<file path="config.mk">
export PLATFORM = sky130hd
export DESIGN_NAME = sr_latch_driver
export DESIGN_NICKNAME = d
export VERILOG_FILES = /design/src/rtl/sr_pkg.sv /design/src/rtl/sr_sync2.sv /design/src/rtl/sr_latch_driver.sv
export SDC_FILE = /design/constraint.sdc
export NUM_CORES = 1
export LEC_CHECK = 0
export BUFFER_PORTS_ARGS = -buffer_cell sky130_fd_sc_hd__buf_2
export CORE_MARGIN = 1.5
export CORE_UTILIZATION = 30
export DETAILED_ROUTE_END_ITERATION = 8
export SYNTH_ARGS = -nofsm -noshare
export SYNTH_HDL_FRONTEND = slang
export SYNTH_SLANG_ARGS = --single-unit
export TNS_END_PERCENT = 5
</file>
<file path="constraint.sdc">
create_clock -name clk -period 2 [get_ports clk]
set_clock_uncertainty 0.15 [all_clocks]
set_input_delay 0.4 -clock clk [delete_from_list [all_inputs] [get_ports clk]]
set_output_delay 0.4 -clock clk [all_outputs]
set_load 0.01 [all_outputs]
</file>
<file path="src/rtl/sr_pkg.sv">
// sr_pkg: shared FSM type, op encodings and counter sizing for the SR latch driver.
package sr_pkg;
    typedef enum logic [2:0] {IDLE, PULSE, SETTLE, CHECK, DEAD} sr_state_e;
    localparam logic OP_CLR = 1'b0;
    localparam logic OP_SET = 1'b1;
    function automatic int cnt_width(input int pulse_w, input int settle_w, input int dead_w);
        int m;
        m = (pulse_w > settle_w) ? pulse_w : settle_w;
        m = (m > dead_w) ? m : dead_w;
        return $clog2(m + 1);
    endfunction
endpackage

</file>
<file path="src/rtl/sr_sync2.sv">
// sr_sync2: two-flop synchronizer for an asynchronous level, reset to 0.
module sr_sync2 (
    input  logic clk,
    input  logic rst,
    input  logic d_i,
    output logic q_o
);
    logic meta_q;
    always_ff @(posedge clk) begin
        if (rst) {q_o, meta_q} <= 2'b00;
        else     {q_o, meta_q} <= {meta_q, d_i};
    end
endmodule

</file>
<file path="src/rtl/sr_latch_driver.sv">
// sr_latch_driver: drives width-controlled active-low pulses into an external NAND SR latch,
// enforces settle/dead time and verifies the synchronized Q/notQ readback.
module sr_latch_driver
    import sr_pkg::*;
#(
    parameter int PULSE_W  = 4,
    parameter int SETTLE_W = 2,
    parameter int DEAD_W   = 2
) (
    input  logic clk,
    input  logic rst,
    input  logic req_valid,
    input  logic req_op,
    output logic req_ready,
    output logic set_n,
    output logic clr_n,
    input  logic q,
    input  logic q_n,
    output logic done,
    output logic err,
    output logic state_q,
    output logic state_vld
);
    localparam int CNT_W = cnt_width(PULSE_W, SETTLE_W, DEAD_W);
    localparam logic [CNT_W-1:0] PULSE_LD  = CNT_W'(PULSE_W - 1);
    localparam logic [CNT_W-1:0] SETTLE_LD = CNT_W'(SETTLE_W - 1);
    localparam logic [CNT_W-1:0] DEAD_LD   = CNT_W'((DEAD_W > 0) ? DEAD_W - 1 : 0);

    sr_state_e fsm_q, fsm_d;
    logic [CNT_W-1:0] cnt_q, cnt_d;
    logic op_q, op_d, set_n_d, clr_n_d, done_d, err_d, state_d, vld_d;
    logic qs, qns, cnt_zero, bad;

    sr_sync2 u_sync_q  (.clk(clk), .rst(rst), .d_i(q),   .q_o(qs));
    sr_sync2 u_sync_qn (.clk(clk), .rst(rst), .d_i(q_n), .q_o(qns));

    assign req_ready = (fsm_q == IDLE) && !rst;
    assign cnt_zero  = cnt_q == '0;
    // Both readbacks equal means the latch is in a forbidden or broken state.
    assign bad       = (qs == qns) || (qs != op_q);

    always_comb begin
        fsm_d   = fsm_q;
        cnt_d   = cnt_zero ? '0 : cnt_q - CNT_W'(1);
        op_d    = op_q;
        set_n_d = 1'b1;
        clr_n_d = 1'b1;
        done_d  = 1'b0;
        err_d   = 1'b0;
        state_d = state_q;
        vld_d   = state_vld;
        case (fsm_q)
            IDLE: begin
                if (req_valid) begin
                    fsm_d   = PULSE;
                    cnt_d   = PULSE_LD;
                    op_d    = req_op;
                    set_n_d = req_op != OP_SET;
                    clr_n_d = req_op != OP_CLR;
                end
            end
            PULSE: begin
                fsm_d   = cnt_zero ? SETTLE : PULSE;
                cnt_d   = cnt_zero ? SETTLE_LD : cnt_q - CNT_W'(1);
                set_n_d = cnt_zero || op_q != OP_SET;
                clr_n_d = cnt_zero || op_q != OP_CLR;
            end
            SETTLE: begin
                if (cnt_zero) begin
                    fsm_d   = CHECK;
                    done_d  = 1'b1;
                    err_d   = bad;
                    state_d = bad ? state_q : op_q;
                    vld_d   = !bad;
                end
            end
            CHECK: begin
                fsm_d = (DEAD_W == 0) ? IDLE : DEAD;
                cnt_d = DEAD_LD;
            end
            DEAD: fsm_d = cnt_zero ? IDLE : DEAD;
            default: fsm_d = IDLE;
        endcase
    end

    always_ff @(posedge clk) begin
        if (rst) begin
            fsm_q     <= IDLE;
            cnt_q     <= '0;
            op_q      <= OP_CLR;
            set_n     <= 1'b1;
            clr_n     <= 1'b1;
            done      <= 1'b0;
            err       <= 1'b0;
            state_q   <= 1'b0;
            state_vld <= 1'b0;
        end else begin
            fsm_q     <= fsm_d;
            cnt_q     <= cnt_d;
            op_q      <= op_d;
            set_n     <= set_n_d;
            clr_n     <= clr_n_d;
            done      <= done_d;
            err       <= err_d;
            state_q   <= state_d;
            state_vld <= vld_d;
        end
    end
endmodule

</file>
# --- After elaboration in Yosys (flattened, before gate mapping) ---
# Cells that the tools add are included.
classes:
  n_addsub: 1
  eq_ne: 8
  mux: 14
  bitwise_logic: 5
  reduce_logical: 14
op_table:
  columns: ["op", "n"]
  rows:
  - ["3-bit two-way mux", 6]
  - ["3-bit one-hot mux with 5 select lines", 1]
  - ["3-bit one-hot mux with 3 select lines", 1]
  - ["3-bit by 2-bit == test with 1-bit output, second input constant", 2]
  - ["3-bit logical NOT", 2]
  - ["2-bit AND reduction", 3]
  - ["1-bit NOT", 5]
  - ["2-bit != test, second input constant", 2]
  - ["1-bit one-hot mux with 2 select lines", 2]
  - ["3-bit by 1-bit == test with 1-bit output, second input constant", 1]
  - ["3-bit == test, second input constant", 1]
  - ["1-bit logical OR", 3]
  - ["1-bit two-way mux", 3]
  - ["3-bit AND reduction", 1]
  - ["3-bit OR reduction", 1]
  - ["3-bit by 1-bit subtractor with 3-bit output, second input constant", 1]
  - ["1-bit logical NOT", 2]
  - ["2-bit two-way mux", 1]
  - ["2-bit OR reduction", 1]
  - ["1-bit == test", 1]
  - ["1-bit logical AND", 1]
  - ["1-bit != test", 1]
word_totals:
  reg_bits: 17
  inputBits: 6
  output_inout_bits: 7
  elab_cells: 55

# --- Longest topological paths before layout ---
depth:
  ltp_word: 4
  ltp_mapped: 4
  mapped_depth_nobuf: 3

# --- Cells and area by module ---
# From an unflattened synthesis, not the netlist that was laid out.
hier_totals:
  cells_unflattened: 80
  hier_area_um2: 737.0
modules_own_cells:
  columns: ["mod", "instances", "cells_each", "area_per_inst_um2", "seq_area_each_um2"]
  rows:
  - ["sr_latch_driver", 1, 72, 631.9, 260.2]
  - ["sr_sync2", 2, 4, 52.6, 40.0]

# --- Least setup slack after synthesis ---
# No wires, ideal clock.
synth_path:
  path_type: "input to output"
  start: "input rst"
  end: "output req_ready"
  t_arrival_ns: 1.129
  required_time_ns: 1.450
  setup_slack_ns: 0.321
  stages: 3
  n_path_buf: 2
  cell_sequence: "clkbuf_1 > clkbuf_1 > nor4_1"
synth_via:
  elab_chain_cells: 2
synth_rtl:
  columns: ["element", "line", "text"]
  rows:
  - ["start, declared", "sr_latch_driver.sv:11", "input logic rst,"]
  - ["1-bit logical NOT", "sr_latch_driver.sv:37", "assign req_ready = (fsm_q == IDLE) && !rst;"]
  - ["1-bit logical AND", "sr_latch_driver.sv:37", null]
  - ["end, declared", "sr_latch_driver.sv:14", "output logic req_ready,"]
# Every way passes these cells.

# --- Final worst setup path ---
layout_path:
  start: "register fsm_q[0]"
  end: "output req_ready"
layout_via:
  elab_chain_cells: 2
layout_rtl:
  columns: ["element", "line", "text"]
  rows:
  - ["start, declared", "sr_latch_driver.sv:29", "sr_state_e fsm_q, fsm_d;"]
  - ["start signal, assigned", "sr_latch_driver.sv:98", "fsm_q <= fsm_d;"]
  - ["3-bit logical NOT", "sr_latch_driver.sv:37", null]
  - ["1-bit logical AND", "sr_latch_driver.sv:37", null]
# Every way passes these cells.

==> results.ini <==
[sta]
hold_fails_final_rpt=0
fmax_mhz=559
final_total_negative_setup_slack_ps=0
period_needed_ps=1790
setup_repair_after_global_routing_missed_its_margin=no
timing.final.max_slew_violations=0
fin_worst_hold_slack_ps=165
min_period_over_period=0.895
worst-slew-pin-transition_ps=399
slew_headroom=0.733
setup-violations-final=0

[global_route]
first_pass_grt_wire_length_mm=2.29
antenna_found_initial=0
track_usage=0.114
globalRoute.totalOverflow=0
grt_start_max_net_pins=17
grt_pass1_vias=500

[detailed_routing]
firstDrtPassIters=4
drt_drc_violations_left=0
first_iter_violations=5
drt_wl_total_mm=1.26
num_vias=559
post_drt_wl_per_cell_um=11.3
final_antenna_net_count=0
route.detailed.vias_per_inst=4.99

[cts]
clkLatencyLatePin_ps=280
post_cts_buffers=0
cts_buffer_depth=2
clkSlewWorstSetupHoldPaths_ps=100
tritoncts=done
cts-resized-gates=0
htree_num_levels=1
cts.hold.buffers_added=0
cts_num_sinks=17
cts_root_buf=sky130_fd_sc_hd__clkbuf_4
numCtsBuffers=3

[worst_setup_path]
max_stage_delay_ps=410
critical_path.slowest_cell=sky130_fd_sc_hd__dfxtp_1
worst_ep_required_time_ps=1450
crit_path_start_kind=flop
cells_along_the_critical_path=nor4_1 -> buf_2
setup.worst_path.class=reg -> out
timing.critical_path.arrival_ps=1240
crit_path_end_kind=output port
cp_max_fo=11

[pwr]
p_leak_nw=0.323
internal_power_uw=518
switching_share_of_power=0.299
sequentialPowerShare=0.552
pwr_density_cell_mw_per_mm2=900
power.share.clock=0.247
p_comb_frac=0.201
power.switching_uw=221
ir_drop_uv=398

[run_status]
status=finished, final reports clean

[logic_synthesis]
netlist.top_cell.by_area=sky130_fd_sc_hd__dfxtp_1
sequential_to_total_area_share_from_yosys_stat=0.473
async_sr_flop_fraction=0
synthFlopType=sky130_fd_sc_hd__dfxtp_1
synth.net_count=78
post_synth.cell_area_avg_sq_um=9.99
synth.top_cells.by_area=sky130_fd_sc_hd__dfxtp_1 47%, sky130_fd_sc_hd__nor2b_1 6.1%, sky130_fd_sc_hd__nor4b_4 3.3%
synthDistinctLibCells=32
yosys-top-cells-count=17 x sky130_fd_sc_hd__dfxtp_1, 7 x sky130_fd_sc_hd__nor2b_1, 5 x sky130_fd_sc_hd__nor2_1, 4 x sky130_fd_sc_hd__a21oi_1, 3 x sky130_fd_sc_hd__nand2b_1
synth_cells=72
ys_seq_elements=17
synthDominantCellAreaShare=0.473
synth_enable_flop_cells=0
netlist_area_sq_um=719
synthMostInstantiatedCell=sky130_fd_sc_hd__dfxtp_1
synthesis.yosys.warnings=0

[die]
rows=17
die_span_x_um=52.0
die_height_um=52.0
core_area_sq_mm=0.00223
floorplan.initialDensity=0.322
boundaryPins=13
floorplan.die_area_sq_mm=0.00270

[job]
max_cap_viol_count=0

[placement]
hpwl_um=942
buffers_on_ports=12
gp_congestion=0.753

[cells_and_area]
layout-area-overhead-vs-synth_pct=14.1
nets=91
num_antenna_cells=0
layout-drive-gt1-share=0.250
fillCellCount=250

[worst_hold_path]
min-delay-path-class=in -> reg

-- power groups by stage --
| stage | clock (mW) | sequential [mW] | combinational (mW) |
|---|---|---|---|
| after floorplan | 0 | 0.402 | 0.127 |
| after global placement | 0 | 0.415 | 0.148 |
| after detailed placement | 0 | 0.416 | 0.149 |
| after CTS | 0.189 | 0.408 | 0.150 |
| after global routing | 0.208 | 0.415 | 0.165 |
| final | 0.182 | 0.408 | 0.148 |
-- flip-flops by register name (all words and copies together), names as in the netlist --
signal / flops
fsm_q: 3
state_vld: 1
clr_n: 1
op_q: 1
cnt_q: 3
u_sync_qn.q_o: 1
state_q: 1
err: 1
done: 1
u_sync_q.meta_q: 1
u_sync_q.q_o: 1
u_sync_qn.meta_q: 1
set_n: 1
-- final timing paths --
kind / to / depth (start not counted) / slack, ps / start
min: u_sync_qn.meta_q / 2 / 170 / q_n
max: req_ready / 2 / 210 / fsm_q[0]
min reg2reg: u_sync_qn.q_o / 1 / 300 / u_sync_qn.meta_q
max reg2reg: op_q / 3 / 510 / fsm_q[0]
-- layout by cell type, fill, tap and decap left out, drive strengths merged, types with 2 or more instances in the layout --
cell type  Yosys  final
nand2b         3      3
nor3b          2      2
nor2b          7      7
dfxtp         17     17
a21oi          4      4
nand2          2      2
nand3b         2      2
buf            3     13
nor3           3      3
or4b           2      2
nor2           5      5
mux2i          2      2
nor4           2      2
o21ai          2      2
nor4b          2      2
clkbuf         2      3
-- worst max-delay path: cells and delay by family, from the launching register on --
kind / cells / cell delay [ps]
buffers and inverters: 1 / 190
flip-flops: 1 / 410
AND/OR/NAND/NOR: 1 / 350
-- metrics by stage --
stage / total power [mW] / instance area, sq um / util / setup slack (ps) / instances
after global placement: 0.562 / 793 / 0.355 / 531 / 108
after global routing: 0.788 / 821 / 0.368 / 101 / 112
after floorplan: 0.529 / 719 / - / 321 / 72
after CTS: 0.747 / 821 / 0.368 / 224 / 112
final: 0.739 / 821 / 0.368 / 210 / 112
after detailed placement: 0.565 / 793 / 0.355 / 501 / 108
-- layer usage --
layer / vias up / part of all wire / track usage
met3: 0 / 0.052 / 0.0374
li1: 284 / - / -
met2: 13 / 0.46 / 0.186
met1: 262 / 0.49 / 0.141
met5: - / 0 / 0
met4: 0 / 0 / 0.0395
-- final cells by class --
type	instances	area (sq um)	area share
Clock inverter	1	5.00	0.00610
Tap cell	28	35.0	0.0427
Sequential cell	17	340	0.415
Multi-Input combinational cell	49	347	0.422
Timing Repair Buffer	13	67.6	0.0823
Clock buffer	3	22.5	0.0274
Inverter	1	3.75	0.00457
-- cell families after synthesis --
logic type      after synthesis  share of synthesized area
compound gates               15                      0.144
flops                        17                      0.473
simple gates                 32                      0.310
buf+inv                       6                     0.0452
mux                           2                     0.0278
Power figures use the tool's default switching activity.
